File: src/rtl/gen_mask_rr_arb.sv
`default_nettype none
// ============================================================================
// Module      : gen_mask_rr_arb
// Description : Round-robin arbiter with per-channel elaboration mask.
//               Only channels with MASK[g]=1 take part in arbitration and
//               get a grant counter; masked-off channels are tied to zero.
//               One registered grant is offered at a time (valid/ack).
//               The grant counters exist only when GEN_ARB_STATS_EN is
//               defined; otherwise cnt_flat is tied to zero.
// Ports       : clk        - rising-edge clock
//               rst_n      - asynchronous active-low reset
//               req        - per-channel request level [SIZE]
//               ack        - consumer accepts current grant
//               gnt_valid  - a grant is being offered
//               gnt        - one-hot grant, zero when idle [SIZE]
//               gnt_id     - binary index of granted channel [IDW]
//               cnt_flat   - per-channel saturating accepted-grant counters,
//                            channel g at [g*CNT_W +: CNT_W]
// Macro       : GEN_ARB_STATS_EN - elaborate per-channel grant counters
// Revision    : 1.0 - initial release
// ============================================================================
module gen_mask_rr_arb #(
  parameter int              SIZE  = 4,
  parameter logic [SIZE-1:0] MASK  = {SIZE{1'b1}},
  parameter int              CNT_W = 8,
  localparam int             IDW   = (SIZE > 1) ? $clog2(SIZE) : 1
) (
  input  logic                  clk,
  input  logic                  rst_n,
  input  logic [SIZE-1:0]       req,
  input  logic                  ack,
  output logic                  gnt_valid,
  output logic [SIZE-1:0]       gnt,
  output logic [IDW-1:0]        gnt_id,
  output logic [SIZE*CNT_W-1:0] cnt_flat
);

  localparam logic [0:0] c_st_idle  = 1'b0;
  localparam logic [0:0] c_st_grant = 1'b1;

  logic [0:0]      r_state;
  logic [IDW-1:0]  r_ptr;
  logic            r_gnt_valid;
  logic [SIZE-1:0] r_gnt;
  logic [IDW-1:0]  r_gnt_id;

  logic [SIZE-1:0] w_elig;
  logic [IDW-1:0]  w_ptr_inc;
  logic [IDW-1:0]  w_arb_ptr;
  logic [IDW:0]    w_sum;
  logic [IDW-1:0]  w_cand;
  logic            w_any;
  logic [IDW-1:0]  w_win;
  logic [SIZE-1:0] w_win_oh;
  logic            w_accept;

  // Eligibility: masked-off channels never drive anything. The outer range
  // test keeps every MASK/req index inside 0..SIZE-1.
  genvar g;
  generate
    for (g = 0; g < SIZE; g++) begin : g_elig
      if (g < SIZE) begin : g_in
        if (MASK[g]) begin : g_en
          assign w_elig[g] = req[g];
        end else begin : g_off
          assign w_elig[g] = 1'b0;
        end
      end
    end
  endgenerate

  // Pointer after the current grant is accepted, wrapping at SIZE.
  assign w_ptr_inc = (r_gnt_id == IDW'(SIZE - 1)) ? '0 : r_gnt_id + 1'b1;

  // In GRANT the search only matters on an accepting cycle, where the
  // updated pointer must already apply to the back-to-back winner.
  assign w_arb_ptr = (r_state == c_st_grant) ? w_ptr_inc : r_ptr;

  // Search ptr, ptr+1, ..., wrapping at SIZE; first eligible channel wins.
  // One extra bit on the sum keeps ptr+offset from overflowing before wrap.
  always_comb begin
    w_any  = 1'b0;
    w_win  = '0;
    w_sum  = '0;
    w_cand = '0;
    for (int i = 0; i < SIZE; i++) begin
      w_sum = {1'b0, w_arb_ptr} + (IDW+1)'(i);
      if (w_sum >= (IDW+1)'(SIZE)) begin
        w_sum = w_sum - (IDW+1)'(SIZE);
      end
      w_cand = w_sum[IDW-1:0];
      if (!w_any && w_elig[w_cand]) begin
        w_any = 1'b1;
        w_win = w_cand;
      end
    end
  end

  assign w_win_oh = SIZE'(1) << w_win;
  assign w_accept = (r_state == c_st_grant) && ack;

  always_ff @(posedge clk or negedge rst_n) begin
    if (!rst_n) begin
      r_state     <= c_st_idle;
      r_ptr       <= '0;
      r_gnt_valid <= 1'b0;
      r_gnt       <= '0;
      r_gnt_id    <= '0;
    end else begin
      case (r_state)
        c_st_idle: begin
          if (w_any) begin
            r_state     <= c_st_grant;
            r_gnt_valid <= 1'b1;
            r_gnt       <= w_win_oh;
            r_gnt_id    <= w_win;
          end
        end
        c_st_grant: begin
          // Grant is held regardless of req until the consumer accepts it.
          if (ack) begin
            r_ptr <= w_ptr_inc;
            if (w_any) begin
              r_gnt    <= w_win_oh;
              r_gnt_id <= w_win;
            end else begin
              r_state     <= c_st_idle;
              r_gnt_valid <= 1'b0;
              r_gnt       <= '0;
              r_gnt_id    <= '0;
            end
          end
        end
        default: begin
          r_state     <= c_st_idle;
          r_gnt_valid <= 1'b0;
          r_gnt       <= '0;
          r_gnt_id    <= '0;
        end
      endcase
    end
  end

  assign gnt_valid = r_gnt_valid;
  assign gnt       = r_gnt;
  assign gnt_id    = r_gnt_id;

`ifdef GEN_ARB_STATS_EN
  generate
    for (g = 0; g < SIZE; g++) begin : g_cnt
      if (g < SIZE) begin : g_in
        if (MASK[g]) begin : g_en
          logic [CNT_W-1:0] r_cnt;
          always_ff @(posedge clk or negedge rst_n) begin
            if (!rst_n) begin
              r_cnt <= '0;
            end else if (w_accept && r_gnt[g] && !(&r_cnt)) begin
              r_cnt <= r_cnt + 1'b1;
            end
          end
          assign cnt_flat[g*CNT_W +: CNT_W] = r_cnt;
        end else begin : g_off
          assign cnt_flat[g*CNT_W +: CNT_W] = '0;
        end
      end
    end
  endgenerate
`else
  assign cnt_flat = '0;
`endif

endmodule
`default_nettype wire

File: config.mk
export PLATFORM = sky130hd
export DESIGN_NAME = gen_mask_rr_arb
export DESIGN_NICKNAME = d
export VERILOG_FILES = /design/src/rtl/gen_mask_rr_arb.sv
export SDC_FILE = /design/constraint.sdc
export NUM_CORES = 1
export LEC_CHECK = 0
export CAP_MARGIN = 20
export CORE_MARGIN = 2
export CORE_UTILIZATION = 42
export DETAILED_ROUTE_END_ITERATION = 7
export MAX_ROUTING_LAYER = met4
export PLACE_DENSITY = 0.91
export SYNTH_ARGS = -nofsm -noshare
export SYNTH_HDL_FRONTEND = slang
export SYNTH_SLANG_ARGS = --single-unit
export TNS_END_PERCENT = 50
File: constraint.sdc
create_clock -name clk -period 5.1 [get_ports clk]
set_input_delay 1.02 -clock clk [delete_from_list [all_inputs] [get_ports clk]]
set_output_delay 1.02 -clock clk [all_outputs]
set_load 0.02 [all_outputs]
==> results of run 1 <==
[worst min-delay path: stages, from the launching register on]
cell	delay (ns)
dfrtp_1	0.35
nand2_1	0.05
o31ai_1	0.06
[worst max-delay path by stage]
stage	endpoint	slack, ns	cells past startpoint
2_1_floorplan	gnt[3]	2.90	4
3_3_place_gp	gnt[2]	2.38	4
3_5_place_dp	gnt[3]	2.29	4
4_1_cts	gnt[2]	2.55	4
5_1_grt	gnt[2]	2.34	4
6_report	gnt[2]	2.54	4
[cell families after synthesis]
kind of cell | after synthesis | synth area share [%]
buffers and inverters | 38 | 30.9
AO/OA/AOI/OAI | 28 | 21.6
AND/OR/NAND/NOR | 22 | 13.2
flip-flops | 10 | 28.7
multiplexers | 3 | 3.72
adder cells (fa/ha/maj) | 1 | 1.43
other | 1 | 0.429
[synth_stat cells (all sizes together)]
master	instances	share of area [%]
a211oi	1	0.86
a21oi	11	6.7
a22oi	3	2.6
and2	1	0.72
and3	1	0.72
and3b	1	1.0
buf	33	29
clkbuf	1	0.43
conb	1	0.43
dfrtp	10	29
ha	1	1.4
inv	4	1.7
mux2	2	2.6
mux2i	1	1.1
nand2	7	3.0
nand2b	1	0.72
nand3	3	1.7
nor2	6	2.6
nor4	1	1.4
o211ai	2	1.7
o21ai	4	2.7
o21bai	1	0.86
o221a	1	1.3
o221ai	3	3.0
o31ai	1	0.86
o32ai	1	1.0
or3b	1	1.3
[state kept, by name (all words and copies together), names as in the netlist]
register   count
r_ptr          2
gnt_valid      1
gnt_id         2
gnt            4
r_state        1
[cells in the final DEF (no fill, tap or decap), types with 2 or more instances in the layout]
| master | n |
|---|---|
| dfrtp_1 | 10 |
| o221ai_1 | 3 |
| o21ai_0 | 3 |
| conb_1 | 32 |
| nand3_1 | 3 |
| inv_1 | 4 |
| mux2_2 | 2 |
| nand2_1 | 7 |
| a22oi_1 | 3 |
| a21oi_1 | 10 |
| nor2_1 | 6 |
| clkdlybuf4s50_1 | 13 |
| o211ai_1 | 2 |
| clkbuf_4 | 3 |
[cell type report]
| type | count | area share, % |
|---|---|---|
| clock buffer | 3 | 2.45 |
| multi-input combinational | 86 | 51.0 |
| timing repair buffer | 13 | 14.1 |
| sequential | 10 | 27.2 |
| tap | 27 | 3.67 |
| inverter | 4 | 1.63 |
[power breakdown]
part,switching (mW),internal [mW],total (mW)
combinational,0.165,0.127,0.292
clock,0.0289,0.0274,0.0562
sequential,0.0298,0.111,0.141
[metrics by stage]
| stage | hold slack (ns) | utilization (%) |
|---|---|---|
| 3_5_place_dp | 0.498 | 45.8 |
| 4_1_cts | 0.511 | 46.9 |
| 2_1_floorplan | 0.450 | - |
| 6_report | 0.495 | 46.9 |
| 3_3_place_gp | 0.474 | 45.8 |
| 5_1_grt | 0.537 | 46.9 |
[routing by layer]
| layer | GRT usage (%) | part of all wire (%) |
|---|---|---|
| met1 | 17.5 | 40 |
| met2 | 22.7 | 50 |
| met3 | 5.76 | 7.7 |
| met4 | 7.87 | 2.8 |
| met5 | - | 0 |
==> impl_metrics.tcl, run 1 <==
set metrics [dict create \
    reg2reg_from "gnt_id[0]" \
    minimum_period_implied_by_the_final_worst_setup_slack_ns 2.56 \
    end_kind "flop" \
    die-area_um2 2460 \
    setup_violations 0 \
    vdd_ir_drop_max_v 0.000209 \
    grt_start_max_net_pins 11 \
    ctsResizeCount 0 \
    post-cts-setup-buffer-count 0 \
    ys_warn_count 0 \
    numPortBuffers 13 \
    cts-buffers-inserted 3 \
    slowest_stage "nor4_2" \
    vias_per_cell 4.85 \
    dr.first_iter.drc_count 10 \
    number_of_cells_on_the_worst_reg_to_reg_path 7 \
    worst_setup_slack_after_placement_ns 2.29 \
    wl_per_cell_um 11.9 \
    n_fill_cell 203 \
    synth-seq-area-share_pct 28.7 \
    skew_ns 0.00887 \
    min_path_type "flop to flop" \
    min_to "r_ptr[0]" \
    totalNegativeSetupSlack_ns 0 \
    synthCells 103 \
    critPathBufInv 1 \
    cts.hold.buffers_added 0 \
    r2r_slack_ns 3.00 \
    fmaxAchievable_mhz 391 \
    dp.cells 140 \
    start_util_pct 44.5 \
    maxcap_violations 0 \
    place.gp.congestion 0.797 \
    syn_area_per_cell_um2 8.48 \
    crit_fanout 10 \
    crit_path_cell_trace "clkdlybuf4s50_1 > nor4_2 > a22oi_1 > o221ai_1" \
    postSynthRegisterBits 10 \
    finish.net_count 126 \
    power_per_cell_area_nw_per_um2 531 \
    worstHoldStart "r_ptr[0]" \
    status "finished clean" \
    vias 694 \
    finalInstanceArea_um2 921 \
    post_synth_instance_area_um2 873 \
    cts_htree_levels 1 \
    multi_input_comb_area_um2 469 \
    layoutNonFillerInstCount 143 \
    cp-start-kind "input port" \
    cp_data_arrival_time_ns 2.74 \
    antennaDiodeCount 0 \
    grt_pass1_vias 615 \
    ioPinCount 46 \
    antenna_found_initial 0 \
    max_stage_delay_ns 0.76 \
    layout-drive-gt1-share_pct 8.62 \
    timing.rr.end "gnt[2]" \
    clock_tree.buffer_depth 2 \
    worst_skew_pair_latency_ns 0.28 \
    clk_root_buffer_cell "clkbuf_4" \
    timing.final.hold_violations 0 \
    worst_pin_slew_ns 0.788 \
    final_antenna_net_count 0 \
    detail_route.first_pass.iterations 4 \
    finalWirelength_mm 1.71 \
    gr-usage-all-layers_pct 15.1 \
    die_x_um 49.6 \
    fp-row-count 16 \
    critPathLaunch "req[1]" \
    report.power.total_uw 489 \
    dieHeight_um 49.6 \
    setup_ws_ns 2.54 \
    post-dp-hpwl_mm 1.31 \
    cp_top_delay_family "simple AND/OR/NAND/NOR gates" \
    grt_overflow_total 0 \
    final.period_utilization_pct 50.2 \
    clock_sink_count 10 \
    timing.slew.headroom_pct 47.1 \
    syn2layout_area_growth_pct 5.44 \
    cts_tree "done" \
    path_clk_slew_ns 0.06 \
    placed_area_um2 898 \
    total_leakage_power_nw 0.437 \
    sequential_cell_area_um2 250 \
    fp.coreArea_um2 1960 \
    unrepaired_setup_endpoints_after_global_routing "false" \
    critPathKind "input port to flop" \
    timing.final.max_slew_violations 0 \
    timing.hold.worst_path_depth 2 \
    synth_cell_types 30 \
    crit_required_ns 5.28 \
    final_routed_drc_violation_total 0 \
    grt_pass1_wl_mm 2.72 \
]
Note: power is estimated with default switching activity, not from simulation.
==> run 2, diff against run 1 <==
--- a/config.mk
+++ b/config.mk
@@ -7,10 +7,10 @@
 export LEC_CHECK = 0
 export CAP_MARGIN = 20
 export CORE_MARGIN = 2
-export CORE_UTILIZATION = 42
+export CORE_UTILIZATION = 35
 export DETAILED_ROUTE_END_ITERATION = 7
 export MAX_ROUTING_LAYER = met4
-export PLACE_DENSITY = 0.91
+export PLACE_DENSITY = 0.81
 export SYNTH_ARGS = -nofsm -noshare
 export SYNTH_HDL_FRONTEND = slang
 export SYNTH_SLANG_ARGS = --single-unit
==> constraint.sdc (replaced) <==
create_clock -name clk -period 2.25 [get_ports clk]
set_input_delay 0.45 -clock clk [delete_from_list [all_inputs] [get_ports clk]]
set_output_delay 0.45 -clock clk [all_outputs]
set_load 0.02 [all_outputs]
==> run 2 against run 1 <==
Die area up 18%. Register-to-register slack worse by 2.8 ns. Via count down 1.4%. First-iteration DRC count up 40%. Critical path type is now flop to flop. Global-route usage down 1.6 points. Highest routed layer unchanged. Combinational power up 130%. Cell area up 3.9%. Clock power rose to 3.0 times the previous value.
==> impl_metrics.tcl, run 2 (same netlist as run 1, synthesis figures left out) <==
set metrics [dict create \
    largest_register_ffs 4 \
    dp.cells 145 \
    critPathKind "flop to flop" \
    total_leakage_power_nw 0.448 \
    post-cts-setup-buffer-count 0 \
    clock_tree.buffer_depth 2 \
    timing.final.max_slew_violations 0 \
    syn2layout_area_growth_pct 9.60 \
    antennaDiodeCount 0 \
    dr.first_iter.drc_count 14 \
    n_fill_cell 260 \
    worst_skew_pair_latency_ns 0.29 \
    status "finished clean" \
    cp-start-kind "flop" \
    commonest_non_fill_non_tap_cell_in_the_layout "conb_1" \
    number_of_cells_on_the_worst_reg_to_reg_path 7 \
    grt_pass1_wl_mm 2.66 \
    path_clk_slew_ns 0.08 \
    totalNegativeSetupSlack_ns 0 \
    minimum_period_implied_by_the_final_worst_setup_slack_ns 2.04 \
    numPortBuffers 13 \
    start_util_pct 36.2 \
    cp_data_arrival_time_ns 2.22 \
    setup_violations 0 \
    finish.net_count 128 \
    crit_path_cell_trace "ha_1 > or3b_4 > a211oi_1 > a21oi_1 > a21oi_2 > nand2_1 > o221ai_1" \
    crit_fanout 5 \
    skew_ns 0.0125 \
    place.gp.congestion 0.921 \
    max_stage_delay_ns 0.43 \
    vias 684 \
    final.period_utilization_pct 90.8 \
    sequential_cell_area_um2 250 \
    ioPinCount 46 \
    layout-drive-gt1-share_pct 11.8 \
    end_kind "flop" \
    commonest_non_fill_non_tap_cells_in_the_layout "32 x conb_1, 13 x clkdlybuf4s50_1, 10 x a21oi_1, 10 x dfrtp_1, 7 x nand2_1" \
    slowest_stage "dfrtp_1" \
    power_per_cell_area_nw_per_um2 1210 \
    layoutNonFillerInstCount 149 \
    clock_sink_count 10 \
    timing.final.hold_violations 0 \
    fp-row-count 18 \
    finalWirelength_mm 1.68 \
    antenna_found_initial 0 \
    grt_pass1_vias 594 \
    wl_per_cell_um 11.3 \
    report.power.total_mw 1.16 \
    grt_overflow_total 0 \
    grt_start_max_net_pins 11 \
    min_path_type "input port to async pin" \
    final_antenna_net_count 0 \
    vias_per_cell 4.59 \
    cts-buffers-inserted 3 \
    dieHeight_um 54.0 \
    unrepaired_setup_endpoints_after_global_routing "false" \
    gr-usage-all-layers_pct 13.6 \
    multi_input_comb_area_um2 473 \
    die_x_um 54.0 \
    clk_root_buffer_cell "clkbuf_4" \
    cts_htree_levels 1 \
    detail_route.first_pass.iterations 4 \
    final_routed_drc_violation_total 0 \
    cts_tree "done" \
    die-area_um2 2910 \
    vdd_ir_drop_max_v 0.000638 \
    crit_required_ns 2.43 \
    maxcap_violations 0 \
    post-dp-hpwl_mm 1.29 \
    fp.coreArea_um2 2410 \
    fmaxAchievable_mhz 490 \
]
-- run 2: changes by cell type in the layout (fill, tap and decap cells not counted) --
cell      change
clkbuf_8      +1
buf_4         +2
mux2i_1       -1
mux2i_2       +1
-- run 2: worst paths after layout --
kind                                start        to  slack (ns)
worst min register to register   r_ptr[0]  r_ptr[0]        0.50
max in group asynchronous           rst_n    gnt[3]        1.45
worst min-delay path                rst_n  r_ptr[1]        0.48
min in group clk                 r_ptr[0]  r_ptr[0]        0.50
worst max register to register  gnt_id[0]    gnt[3]        0.21
worst max-delay path            gnt_id[0]    gnt[3]        0.21
-- run 2: final cells by class --
| class | instances | share of cell area (%) |
|---|---|---|
| Timing Repair Buffer | 15 | 15.2 |
| Inverter | 4 | 1.57 |
| Multi-Input combinational cell | 86 | 49.4 |
| Clock buffer | 4 | 3.79 |
| Tap cell | 30 | 3.92 |
| Sequential cell | 10 | 26.1 |
-- run 2: worst max-delay path: cells and delay by family, from the launching register on --
family                     cells  cell delay, ns
DFF                            1            0.43
and+or+nand+nor                2            0.54
AOI/OAI and AO/OA              4            0.72
adders and majority gates      1            0.23
-- run 2: power breakdown --
group / leakage [nW] / internal [mW] / switching (mW)
clock: 0.0210 / 0.0986 / 0.0717
combinational: 0.305 / 0.296 / 0.371
sequential: 0.122 / 0.252 / 0.0677
total: 0.448 / 0.647 / 0.510
-- run 2: per-stage QoR --
stage | worst slack (ns) | utilization, % | area, um2 | hold slack, ns
4_1_cts | 0.192 | 39.6 | 953 | 0.494
2_1_floorplan | 0.252 | - | 990 | 0.154
3_5_place_dp | 0.210 | 38.1 | 917 | 0.491
3_3_place_gp | 0.284 | 38.1 | 917 | 0.471
6_report | 0.207 | 39.7 | 957 | 0.477
5_1_grt | 0.0172 | 39.7 | 957 | 0.529
-- run 2: what timing repair did --
action,CTS,global route
hold endpoints to repair,0,0
hold buffers,0,0
resized for setup,0,1
endpoints found under the setup margin,0,1
-- run 2: per-layer routing --
metal	GRT usage, %	wire [um]	up-vias
met5	-	0	-
met3	5.00	123	5
li1	-	-	330
met1	15.8	704	321
met4	6.84	27	0
met2	20.3	826	28
